[config.mk]
export PLATFORM = sky130hd
export DESIGN_NAME = pipe_hazard_ctrl
export DESIGN_NICKNAME = d
export VERILOG_FILES = /design/src/rtl/pipe_hazard_ctrl.sv
export SDC_FILE = /design/constraint.sdc
export NUM_CORES = 1
export LEC_CHECK = 0
export ABC_AREA = 0
export CORE_AREA = 2 2 44 46
export CTS_CLUSTER_DIAMETER = 120
export DETAILED_ROUTE_END_ITERATION = 12
export DIE_AREA = 0 0 46 48
export GPL_TIMING_DRIVEN = 0
export PLACE_DENSITY = 0.79
export SETUP_SLACK_MARGIN = 0.3
export SLEW_MARGIN = 5
export SYNTH_ARGS = -nofsm -noshare
export SYNTH_HDL_FRONTEND = slang
export SYNTH_SLANG_ARGS = --single-unit
[constraint.sdc]
create_clock -name clk -period 4.76 [get_ports clk]
set_input_delay 0.714 -clock clk [delete_from_list [all_inputs] [get_ports clk]]
set_output_delay 0.714 -clock clk [all_outputs]
set_load 0.05 [all_outputs]
[src/rtl/pipe_hazard_ctrl.sv]
// Stall/flush sequencer for a 5-stage pipeline: load-use bubbles, MEM-stage branch flushes,
// variable-latency dmem freeze with timeout. Optional statistics counters under HAZARD_STATS_EN.
module pipe_hazard_ctrl #(
  parameter int MEM_TIMEOUT = 16
`ifdef HAZARD_STATS_EN
  ,
  parameter int CNT_W = 16
`endif
) (
  input  logic       clk,
  input  logic       rst,
  input  logic [4:0] ID_rs,
  input  logic [4:0] ID_rt,
  input  logic       ID_use_rt,
  input  logic       EX_MemRead,
  input  logic [4:0] EX_wreg,
  input  logic       MEM_Branch,
  input  logic       MEM_zero,
  input  logic       MEM_MemRead,
  input  logic       MEM_MemWrite,
  input  logic       dmem_ready,
  output logic       dmem_req,
  output logic       pc_we,
  output logic       pc_src_br,
  output logic       IFID_we,
  output logic       IFID_flush,
  output logic       IDEX_we,
  output logic       IDEX_flush,
  output logic       EXMEM_we,
  output logic       EXMEM_flush,
  output logic       MEMWB_bubble,
  output logic       mem_err
`ifdef HAZARD_STATS_EN
  ,
  output logic [CNT_W-1:0] stall_cnt,
  output logic [CNT_W-1:0] flush_cnt,
  output logic [CNT_W-1:0] memwait_cnt
`endif
);

  localparam int WCNT = $clog2(MEM_TIMEOUT + 1);
  localparam logic [WCNT-1:0] CNT_MAX = WCNT'(MEM_TIMEOUT);

  typedef enum logic [1:0] {RUN = 2'd0, MWAIT = 2'd1, HALT = 2'd2} state_e;

  state_e          state_r;
  logic [WCNT-1:0] cnt_r;
  logic            mem_err_r;

  logic memop_s;
  logic br_taken_s;
  logic load_use_s;
  logic run_br_s;
  logic run_lu_s;

  assign memop_s    = MEM_MemRead | MEM_MemWrite;
  assign br_taken_s = MEM_Branch & MEM_zero;
  // r0 is hard-wired zero, so a load targeting it never creates a dependency
  assign load_use_s = EX_MemRead && (EX_wreg != 5'd0) &&
                      ((EX_wreg == ID_rs) || (ID_use_rt && (EX_wreg == ID_rt)));
  assign run_br_s   = (state_r == RUN) && !memop_s && br_taken_s;
  assign run_lu_s   = (state_r == RUN) && !memop_s && !br_taken_s && load_use_s;
  assign mem_err    = mem_err_r;

  // Pipeline control decode from current state and hazard inputs
  always_comb begin
    dmem_req     = 1'b0;
    pc_we        = 1'b0;
    pc_src_br    = 1'b0;
    IFID_we      = 1'b0;
    IFID_flush   = 1'b0;
    IDEX_we      = 1'b0;
    IDEX_flush   = 1'b0;
    EXMEM_we     = 1'b0;
    EXMEM_flush  = 1'b0;
    MEMWB_bubble = 1'b0;
    if (rst) begin
      {IFID_flush, IDEX_flush, EXMEM_flush, MEMWB_bubble} = 4'b1111;
    end else begin
      case (state_r)
        RUN: begin
          if (memop_s) begin
            dmem_req = 1'b1;
            if (dmem_ready) begin
              {pc_we, IFID_we, IDEX_we, EXMEM_we} = 4'b1111;
            end else begin
              MEMWB_bubble = 1'b1;
            end
          end else if (br_taken_s) begin
            {pc_we, IFID_we, IDEX_we, EXMEM_we} = 4'b1111;
            {pc_src_br, IFID_flush, IDEX_flush, EXMEM_flush} = 4'b1111;
          end else if (load_use_s) begin
            {IDEX_we, IDEX_flush, EXMEM_we} = 3'b111;
          end else begin
            {pc_we, IFID_we, IDEX_we, EXMEM_we} = 4'b1111;
          end
        end
        MWAIT: begin
          dmem_req = 1'b1;
          if (dmem_ready) begin
            {pc_we, IFID_we, IDEX_we, EXMEM_we} = 4'b1111;
          end else begin
            MEMWB_bubble = 1'b1;
          end
        end
        HALT: begin
          MEMWB_bubble = 1'b1;
        end
        default: begin
          MEMWB_bubble = 1'b1;
        end
      endcase
    end
  end

  // State, wait counter and sticky timeout flag
  always_ff @(posedge clk) begin
    if (rst) begin
      state_r   <= RUN;
      cnt_r     <= {WCNT{1'b0}};
      mem_err_r <= 1'b0;
    end else begin
      case (state_r)
        RUN: begin
          if (memop_s && !dmem_ready) begin
            cnt_r   <= WCNT'(1);
            state_r <= MWAIT;
          end
        end
        MWAIT: begin
          if (dmem_ready) begin
            cnt_r   <= {WCNT{1'b0}};
            state_r <= RUN;
          end else if (cnt_r == CNT_MAX) begin
            mem_err_r <= 1'b1;
            state_r   <= HALT;
          end else begin
            cnt_r <= cnt_r + WCNT'(1);
          end
        end
        HALT: begin
          state_r <= HALT;
        end
        default: begin
          state_r <= RUN;
          cnt_r   <= {WCNT{1'b0}};
        end
      endcase
    end
  end

`ifdef HAZARD_STATS_EN
  localparam logic [CNT_W-1:0] STAT_MAX = {CNT_W{1'b1}};

  // Saturating event counters for load-use stalls, branch flushes and memory waits
  always_ff @(posedge clk) begin
    if (rst) begin
      stall_cnt   <= {CNT_W{1'b0}};
      flush_cnt   <= {CNT_W{1'b0}};
      memwait_cnt <= {CNT_W{1'b0}};
    end else begin
      if (run_lu_s && (stall_cnt != STAT_MAX)) stall_cnt <= stall_cnt + CNT_W'(1);
      if (run_br_s && (flush_cnt != STAT_MAX)) flush_cnt <= flush_cnt + CNT_W'(1);
      if ((state_r == MWAIT) && (memwait_cnt != STAT_MAX)) memwait_cnt <= memwait_cnt + CNT_W'(1);
    end
  end
`endif

endmodule
==> flow_summary.ini <==
[status]
status = complete, no violations

[yosys]
seq_area_frac_synth_pct = 24.02
synth_top_area_share_pct = 24.02
synth_edf_count = 0
yosys.area.top_type = dfxtp_1
synthArstFlopShare_pct = 0
synth_warnings = 0
synth_seq_cells = 8
synthFlopType = dfxtp_1
yosysMostFrequentCell = xor2_1
synth_area_leaders = dfxtp_1, xor2_1, a21oi_1, ha_1, o21ai_0
syn_inst = 85
syn_area_um2 = 666.9
synth.avg_cell_area_um2 = 7.846
syn-num-nets = 111
yosysUniqueCellTypes = 31
synth_common_cells = xor2_1, dfxtp_1, a21oi_1, inv_1

[sta]
setup_viol = 0
fmax_mhz = 266.7
rsz0062_at_grt = no
hold-worst-slack_ns = 0.4502
slew_violations = 0
period_minus_slack_ns = 3.749
fin_skew_ns = 0.0009424
final-hold-violation-count = 0
fin_crit_sh_pct = 78.76
fin_tns_setup_ns = 0
max_slew_margin_pct = 65.86
worstMarginPinSlew_ns = 0.5104

[power_and_ir_drop]
p_comb_share_pct = 39.4
power.leakage_uw = 0.0003854
p_sw_uw = 67.28
powerDensity_nw_per_um2 = 195.3
p_sw_share_pct = 33.09
p_int_uw = 136.1
finalPower_uw = 203.3
p_clk_share_pct = 26.0
peakVddDrop_v = 0.0002109
seq_power_share_pct = 34.6

[placement]
gp_congestion = 0.8265
dpl_cell_area_um2 = 1018
hpwl_um = 1462
port_buffers = 33

[global_route]
grt_pass1_wl_um = 2877
use_met2_pct = 29.72
busiest_layer = met2
grt-ovfl-total = 0
grt_pass1_vias = 653
grt_max_degree = 11
grt_use_total_pct = 18.20
grtUsageMet1_pct = 24.61
grt_util_met3_pct = 6.415
antenna_found_initial = 0

[setup_path]
cp-endpoint = pc_we
arrival_ns = 3.04
path_class = in2out
path_common_cell = clkdlybuf4s50_1
cp-end-kind = output pin
crit_path_cell_trace = clkdlybuf4s50_1, xor2_1, nor4_1, a32oi_1, o31a_1, buf_4, clkdlybuf4s50_1
rrSetupSlack_ns = 2.91
required_ns = 4.05
worst_setup_path_start_kind = primary input
rr_startpoint = cnt_r[0]
slowest_delay_ns = 0.69
worstSetupStartpoint = EX_wreg[3]
r2r_cells = 6
path_max_fanout = 3
r2r-end = cnt_r[2]
crit_path_top_delay_cell = clkdlybuf4s50_1

[finish]
drive_above_1_share_pct = 9.917
nets = 149
antennaDiodeCount = 0
fillers = 153
synthToLayoutAreaGrowth_pct = 56.10
final_area_um2 = 1041

[floorplanning]
die_h_um = 48
coreArea_um2 = 1689
core.rowCount = 15
die_w_um = 46
start_util_pct = 39.48
dieArea_um2 = 2208
io_pins = 35

[drt]
wirelength_um = 1745
wl_per_cell_um = 12.64
vias = 746
postRouteAntennaNets = 0
drt_iter0_markers = 14
via_per_inst = 5.406
drc = 0
drt_pass1_iterations = 4

[clocking]
clk_pin_slew_worst_paths_ns = 0.06
ctsHtreeMaxLevel = 1
cts_tree = yes
cts_setup_buffers = 0
clock-sinks = 8
cts_root_buf = clkbuf_4
cts_hold_buf = 0
cts_buffers = 3
cts_resized = 0
cts_buffer_depth = 2
clk-insertion-delay-late_ns = 0.25

[flow_run]
cap_violations = 0

[worst_hold_path]
hold_class = reg2reg
[state kept, by name (all words and copies together) (netlist names)]
signal	flops
cnt_r	5
state_r	2
mem_err	1
[power by group through the flow]
stage	Clock, uW	Combinational (uW)	Sequential, uW
after floorplan	0	44.8	71.2
after global placement	0	79.4	71.6
after detailed placement	0	80.3	71.7
after CTS	53.6	80.7	70.3
after global routing	57.1	86.4	70.6
final	52.9	80.1	70.3
[final cells by class]
type                    instances  area [um^2]  area share (%)
multi-input cells              65        442.9           42.55
repair buffers                 33        330.3           31.73
flip-flops and latches          8        160.2           15.38
plain buffers                   6        41.29           3.966
clock buffers                   3        22.52           2.163
inverters                       6        22.52           2.163
well taps                      17        21.27           2.043
[worst min path at each step]
stage | from | end | slack (ns) | depth (start not counted)
after floorplan | cnt_r[4] | cnt_r[4] | 0.45 | 2
after global placement | mem_err | mem_err | 0.44 | 2
after detailed placement | mem_err | mem_err | 0.45 | 2
after CTS | mem_err | mem_err | 0.45 | 2
after global routing | mem_err | mem_err | 0.47 | 2
final | mem_err | mem_err | 0.45 | 2
[placed cells by master (no fill, tap or decap), types with 4 or more instances in the layout]
cell type / count
clkdlybuf4s50_1: 33
a21oi_1: 7
o21ai_0: 5
xor2_1: 9
dfxtp_1: 8
nand3_1: 4
inv_1: 6
nand2_1: 4
nor2_1: 5
[worst max-delay path: cells and delay by family]
kind | cells | cell delay (ns)
and+or+nand+nor | 1 | 0.32
buffers and inverters | 3 | 1.29
xor gates and xnor gates | 1 | 0.19
AOI/OAI and AO/OA | 2 | 0.52
[metal layers]
layer	share of wire, %	vias to the layer above
li1	-	377
met1	45	354
met2	52	15
met3	3.0	0
met4	0	0
met5	0	-
[cells by family (layout without fill, tap and decap cells)]
kind of cell | Yosys count | in the layout | share of synthesized area [%]
flip-flops | 8 | 8 | 24.01
XOR/XNOR | 10 | 10 | 13.13
buffers and inverters | 12 | 48 | 9.568
AO/OA/AOI/OAI | 23 | 23 | 23.26
adder cells (fa/ha/maj) | 2 | 2 | 3.752
AND/OR/NAND/NOR | 30 | 30 | 26.27
[through the flow]
stage	setup slack [ns]	instances	util [%]
after floorplan	0.7869	85	-
after global routing	0.8775	138	61.63
final	1.011	138	61.63
after global placement	0.9963	135	60.30
after detailed placement	1.010	135	60.30
after CTS	1.006	138	61.63
Note: power is estimated with default switching activity, not from simulation.
